<file path="src/rtl/acc_pkg.sv">
// Shared definitions for the accumulator unit: op codes, flag bit positions
// and the width of one shadow-stack entry.
package acc_pkg;

   typedef enum logic [3:0] {
      OP_NOP   = 4'd0,
      OP_LOAD  = 4'd1,
      OP_ADD   = 4'd2,
      OP_ADC   = 4'd3,
      OP_SUB   = 4'd4,
      OP_AND   = 4'd5,
      OP_OR    = 4'd6,
      OP_XOR   = 4'd7,
      OP_SHL   = 4'd8,
      OP_SHR   = 4'd9,
      OP_ASR   = 4'd10,
      OP_INC   = 4'd11,
      OP_DEC   = 4'd12,
      OP_CLR   = 4'd13,
      OP_RSV14 = 4'd14,
      OP_RSV15 = 4'd15
   } op_e;

   // Flag nibble layout is {C, Z, N, V}, matching the low bits of a stack entry.
   localparam int FLAG_C    = 3;
   localparam int FLAG_Z    = 2;
   localparam int FLAG_N    = 1;
   localparam int FLAG_V    = 0;
   localparam int FLAG_BITS = 4;

   // One stack entry holds the accumulator plus the flag nibble.
   function automatic int stack_entry_width(input int width);
      return width + FLAG_BITS;
   endfunction

endpackage

</file>
<file path="src/rtl/acc_stack.sv">
// LIFO shadow stack: storage, pointer, full/empty decode and sticky error.
module acc_stack
   import acc_pkg::*;
#(
   parameter int EW    = 12,
   parameter int DEPTH = 4
) (
   input  logic          clk,
   input  logic          clr,
   input  logic          push,
   input  logic          pop,
   input  logic          err_clr,
   input  logic [EW-1:0] wr_data,
   output logic [EW-1:0] rd_data,
   output logic          pop_ok,
   output logic          full,
   output logic          empty,
   output logic          err
);

   localparam int SPW  = $clog2(DEPTH + 1);
   localparam int IDXW = (DEPTH > 1) ? $clog2(DEPTH) : 1;

   logic [EW-1:0]   r_mem [0:DEPTH-1];
   logic [SPW-1:0]  r_sp;
   logic            r_err;
   logic            w_push_ok;
   logic            w_err_evt;
   logic [IDXW-1:0] w_wr_idx;
   logic [IDXW-1:0] w_rd_idx;

   assign full      = (r_sp == SPW'(DEPTH));
   assign empty     = (r_sp == '0);
   assign err       = r_err;
   assign w_push_ok = push & ~pop & ~full;
   assign pop_ok    = pop & ~push & ~empty;
   // Simultaneous push/pop is treated as a conflict: neither takes effect.
   assign w_err_evt = (push & pop) | (push & full) | (pop & empty);
   assign w_wr_idx  = IDXW'(r_sp);
   assign w_rd_idx  = IDXW'(r_sp - 1'b1);
   // Read is asynchronous so a pop restores the top entry on the same edge.
   assign rd_data   = r_mem[w_rd_idx];

   // Storage write; contents need no reset since sp marks valid entries.
   always_ff @(posedge clk) begin
      if (w_push_ok) begin
         r_mem[w_wr_idx] <= wr_data;
      end
   end

   // Pointer movement and sticky error (a new error beats err_clr).
   always_ff @(posedge clk or negedge clr) begin
      if (!clr) begin
         r_sp  <= '0;
         r_err <= 1'b0;
      end else begin
         if (w_push_ok) begin
            r_sp <= r_sp + 1'b1;
         end else if (pop_ok) begin
            r_sp <= r_sp - 1'b1;
         end
         if (w_err_evt) begin
            r_err <= 1'b1;
         end else if (err_clr) begin
            r_err <= 1'b0;
         end
      end
   end

endmodule

</file>
<file path="src/rtl/acc_unit.sv">
// Accumulator with in-place ALU ops, C/Z/N/V flags and a shadow stack.
module acc_unit
   import acc_pkg::*;
#(
   parameter int WIDTH = 8,
   parameter int DEPTH = 4
) (
   input  logic             clk,
   input  logic             clr,
   input  logic             en_da,
   input  logic [3:0]       op,
   input  logic [WIDTH-1:0] acc_in,
   input  logic             push,
   input  logic             pop,
   input  logic             err_clr,
   output logic [WIDTH-1:0] acc_out,
   output logic             flag_c,
   output logic             flag_z,
   output logic             flag_n,
   output logic             flag_v,
   output logic             stk_full,
   output logic             stk_empty,
   output logic             stk_err
);

   localparam int EW  = stack_entry_width(WIDTH);
   localparam int MSB = WIDTH - 1;

   logic [WIDTH-1:0]     r_acc;
   logic [FLAG_BITS-1:0] r_flags;
   op_e                  w_op;
   logic [WIDTH:0]       w_sum;
   logic [WIDTH-1:0]     w_res;
   logic                 w_c;
   logic                 w_v;
   logic                 w_upd;
   logic [EW-1:0]        w_rd_data;
   logic                 w_pop_ok;

   assign w_op    = op_e'(op);
   assign acc_out = r_acc;
   assign flag_c  = r_flags[FLAG_C];
   assign flag_z  = r_flags[FLAG_Z];
   assign flag_n  = r_flags[FLAG_N];
   assign flag_v  = r_flags[FLAG_V];

   acc_stack #(
      .EW    (EW),
      .DEPTH (DEPTH)
   ) u_stack (
      .clk     (clk),
      .clr     (clr),
      .push    (push),
      .pop     (pop),
      .err_clr (err_clr),
      .wr_data ({r_acc, r_flags}),
      .rd_data (w_rd_data),
      .pop_ok  (w_pop_ok),
      .full    (stk_full),
      .empty   (stk_empty),
      .err     (stk_err)
   );

   // ALU: result plus next C/V; C and V default to their held values.
   always_comb begin
      w_sum = '0;
      w_res = r_acc;
      w_c   = r_flags[FLAG_C];
      w_v   = r_flags[FLAG_V];
      w_upd = 1'b1;
      case (w_op)
         OP_LOAD: w_res = acc_in;
         OP_ADD, OP_ADC: begin
            w_sum = {1'b0, r_acc} + {1'b0, acc_in}
                  + {{WIDTH{1'b0}}, (w_op == OP_ADC) & r_flags[FLAG_C]};
            w_res = w_sum[WIDTH-1:0];
            w_c   = w_sum[WIDTH];
            w_v   = (r_acc[MSB] == acc_in[MSB]) && (w_res[MSB] != r_acc[MSB]);
         end
         OP_SUB: begin
            w_sum = {1'b0, r_acc} - {1'b0, acc_in};
            w_res = w_sum[WIDTH-1:0];
            w_c   = w_sum[WIDTH];
            w_v   = (r_acc[MSB] != acc_in[MSB]) && (w_res[MSB] != r_acc[MSB]);
         end
         OP_AND: begin w_res = r_acc & acc_in; w_v = 1'b0; end
         OP_OR:  begin w_res = r_acc | acc_in; w_v = 1'b0; end
         OP_XOR: begin w_res = r_acc ^ acc_in; w_v = 1'b0; end
         OP_SHL: begin w_res = {r_acc[MSB-1:0], 1'b0};      w_c = r_acc[MSB]; w_v = 1'b0; end
         OP_SHR: begin w_res = {1'b0, r_acc[MSB:1]};        w_c = r_acc[0];   w_v = 1'b0; end
         OP_ASR: begin w_res = {r_acc[MSB], r_acc[MSB:1]};  w_c = r_acc[0];   w_v = 1'b0; end
         OP_INC: begin
            w_sum = {1'b0, r_acc} + 1'b1;
            w_res = w_sum[WIDTH-1:0];
            w_c   = w_sum[WIDTH];
            w_v   = ~r_acc[MSB] & w_res[MSB];
         end
         OP_DEC: begin
            w_sum = {1'b0, r_acc} - 1'b1;
            w_res = w_sum[WIDTH-1:0];
            w_c   = w_sum[WIDTH];
            w_v   = r_acc[MSB] & ~w_res[MSB];
         end
         OP_CLR:  w_res = '0;
         default: w_upd = 1'b0;
      endcase
   end

   // Accumulator and flags: an accepted pop overrides any op this cycle.
   always_ff @(posedge clk or negedge clr) begin
      if (!clr) begin
         r_acc   <= '0;
         r_flags <= '0;
      end else if (w_pop_ok) begin
         r_acc   <= w_rd_data[EW-1:FLAG_BITS];
         r_flags <= w_rd_data[FLAG_BITS-1:0];
      end else if (en_da && w_upd) begin
         r_acc            <= w_res;
         r_flags[FLAG_C]  <= w_c;
         r_flags[FLAG_Z]  <= (w_res == '0);
         r_flags[FLAG_N]  <= w_res[MSB];
         r_flags[FLAG_V]  <= w_v;
      end
   end

endmodule

</file>
<file path="config.mk">
export PLATFORM = sky130hd
export DESIGN_NAME = acc_unit
export DESIGN_NICKNAME = d
export VERILOG_FILES = /design/src/rtl/acc_pkg.sv /design/src/rtl/acc_stack.sv /design/src/rtl/acc_unit.sv
export SDC_FILE = /design/constraint.sdc
export NUM_CORES = 1
export LEC_CHECK = 0
export CAP_MARGIN = 20
export CORE_UTILIZATION = 45
export CTS_BUF_LIST = sky130_fd_sc_hd__clkbuf_16
export DETAILED_ROUTE_END_ITERATION = 16
export PLACE_DENSITY = 0.69
export RECOVER_POWER = 100
export SLEW_MARGIN = 20
export SYNTH_ARGS = -nofsm -noshare
export SYNTH_HDL_FRONTEND = slang
export SYNTH_HIERARCHICAL = 1
export SYNTH_SLANG_ARGS = --single-unit
export TNS_END_PERCENT = 50
</file>
<file path="constraint.sdc">
create_clock -name clk -period 7.4 [get_ports clk]
set_input_delay 1.48 -clock clk [delete_from_list [all_inputs] [get_ports clk]]
set_output_delay 1.48 -clock clk [all_outputs]
set_load 0.03 [all_outputs]
</file>
==> results.md <==
* Final instance area at approximately 5600 um^2
* Post-CTS resize count at 0
* Final Hold Vio Count at 0
* CTS tree: built
* IO Pins at 33
* Post-synth top area share at 29.3%
* Post-detailed-route count of antenna-violating nets at 0
* PortBufs at 32
* Vias/cell at between 6 and 7
* Post-DP HPWL at between 9000 and 10000 um
* GRT overflow at 0
* Largest net degree at the start of global routing at 39
* First-pass GRT wire length at 21400 um
* Tcrit/Tclk final at approximately three quarters
* Synth Register Bits at between 60 and 70
* Failing checks: max-capacitance violations, max-slew violations
* # setup viols final at 0
* Post-route setup TNS at 0 ps
* GPL Wtd Cong at around 0.97
* Die Ht at around 110 um
* Reg clk slew, reported paths at approximately 50 ps
* Synth Instances at between 500 and 600
* Worst path required time at 7600 ps
* Die width at 107 um
* Crit-path max FO at 34
* P_leak at between 2 and 2.5 nW
* Slew HR at -28.1%
* Later-pin clock latency in the skew report at ~320 ps
* H-tree depth at 3
* WL final at around 14000 um
* Syn Area/Cell at 9.68 um^2
* Commonest non-fill, non-tap cell in the layout: edfxtp_1
* Critical Path, Cell by Cell: dlygate4sd3_1 -> clkbuf_1 -> nor2_1 -> nand4_1 -> fa_1 -> fa_1 -> nand2b_1 -> a21oi_1 -> mux2i_1 -> a22oi_1 -> and3_1 -> a21boi_0 -> a311oi_1 -> o31ai_1
* Diode count at 0
* Synth Flop Type: edfxtp_1
* Post-CTS Setup Bufs at 0
* Layout Skew at roughly 7.3 ps
* Initial Util at between 40% and 50%
* Final period demand of the worst path at 5450 ps
* Clock tree root buffer cell: clkbuf_16
* Max Cap Viol at 1
* Slowest cell on the critical path: clkbuf_1
* Cell variety after synth at 72
* Clock sink count at 64
* Fill count at roughly 980
* Avg WL per Cell at about 20 um
* Least-Margin Pin Slew at 1910 ps
* Status: finished with violations
* EDFF count, synth at 48
* Final Max Tran Viols at 13
* DRT Pass-1 Iters at 7
* Yosys Warn Count at 6
* Sequential fraction of the synthesis area at 37.4%
* Crit end category: register
* Biggest area consumer among synthesized cells: edfxtp_1
* Share of cells above drive strength 1 at under 10%
* Max Buffers Root-to-Sink at 2
* Post-CTS Hold Buffers at 0
* Top cells by area, synth: edfxtp_1 (29%), ha_1 (8.4%), dfrtp_1 (8.1%)
* Max stage delay on crit path at ~560 ps
* Core area at around 10000 um^2
* Max frequency at 184 MHz
* Die ar. at 11400 um^2
* Row count at 37
* Arr. time, crit path at 5640 ps
* Layout Nets at between 500 and 600
* Vias at 4205
* TritonCTS Buffers at 9
* Pwr/cell area at 368 nW/um^2
* Syn_nets at around 560
* DP Area at roughly 5300 um^2
* Critical Path Source Type: primary input
* RSZ-0062 raised after global routing: false
* Synthesized area at ~4900 um^2
* All-Layer GR Usage at about 25%
* Initial antenna violation count at 0
* Most used cell, CP: fa_1
* Vias in the first global route at approximately 3900
* CP Class: primary input to register
* Syn-to-layout area delta at 12.7%
* Residual DRC count at 0
* Post-synth ARST share at around 25%
* DR iter-0 viols at between 300 and 400
* Flop-to-flop setup slack at approximately 3600 ps
* Worst Hold Class: register to register
* Maximum vdd ir drop at 0.188 mV
* Commonest cells after routing, fill and taps aside: edfxtp_1 (48), nor2_1 (42), nand2_1 (35)
## layout make-up
cell class	instances	area, um^2	area share, %
multi-input cells	379	2790	50.3
well taps	136	170	3.06
repair buffers	39	365	6.58
clock inverters	7	33.8	0.608
inverters	33	124	2.23
clock buffers	9	225	4.05
flip-flops and latches	64	1840	33.2
## sequential cells by signal (all words and copies together) (netlist names)
signal / flops
u_stack/r_mem: 48
acc_out: 8
r_flags: 4
u_stack/r_sp: 3
u_stack/err: 1
## routing by layer
metal  routed length [um]  part of all wire (%)  vias up  track usage [%]
met5                    0                     0        -                0
met4                  283                   2.1        0             9.59
met3                  948                   7.0       26             3.22
met2                 6360                    47      201             38.8
met1                 5930                    44     2027             34.7
li1                     -                     -     1951                -
## metrics by stage
step	std cells	setup slack, ps	hold WS, ps	total power, W	util [%]
6_report	667	1950	559	0.00204	53.1
5_1_grt	667	1700	581	0.00217	53.1
4_1_cts	667	2680	568	0.00206	53.3
3_5_place_dp	651	2350	560	0.00170	50.8
3_3_place_gp	651	2430	526	0.00168	50.8
2_1_floorplan	509	2930	635	0.00138	-
## worst paths after layout
kind / start / endpoint / depth (start not counted)
max: op[2] / r_flags[2]$_DFFE_PN0P_ / 14
min: r_flags[0]$_DFFE_PN0P_ / u_stack/r_mem[1][0]$_DFFE_PP_ / 0
max reg2reg: acc_out[2]$_DFFE_PN0P_ / acc_out[7]$_DFFE_PN0P_ / 10
min reg2reg: r_flags[0]$_DFFE_PN0P_ / u_stack/r_mem[1][0]$_DFFE_PP_ / 0
max in group asynchronous: clr / acc_out[3]$_DFFE_PN0P_ / 1
min in group asynchronous: clr / acc_out[1]$_DFFE_PN0P_ / 1
## Yosys cell counts, types with 8 or more instances
master / count
xnor2_1: 12
nor3_1: 13
o21ai_0: 27
edfxtp_1: 48
and3_1: 9
dfrtp_1: 16
nand2b_1: 12
nand3_1: 12
buf_2: 13
inv_1: 30
nand2_1: 35
a21oi_1: 31
mux2i_1: 9
o211ai_1: 8
nor2_1: 43
nor2b_1: 11
ha_1: 33
mux4_2: 12
a221oi_1: 8
clkbuf_1: 16
## where the power goes
group,internal [W],total [W],switching [W]
Sequential,0.000496,0.000663,0.000167
Combinational,0.000427,0.00102,0.000594
Clock,0.000220,0.000359,0.000139
## cell families (layout without fill, tap and decap cells)
logic type                 after synthesis  after routing  share of synthesized area [%]
and+or+nand+nor                        163            163                           16.6
AOI/OAI and AO/OA                      146            146                           21.0
buffers and inverters                   66             88                           5.74
DFF                                     64             64                           37.4
adders and majority gates               36             36                           9.60
muxes                                   22             22                           7.54
xor gates and xnor gates                12             12                           2.13
## worst max-delay path, delay by kind of cell
kind                       cells  cell delay [ps]
buffers and inverters          2             1090
and+or+nand+nor                4             1060
AOI/OAI and AO/OA              5              930
adders and majority gates      2              840
muxes                          1              220
No activity file was read; power rests on OpenSTA's default activity.
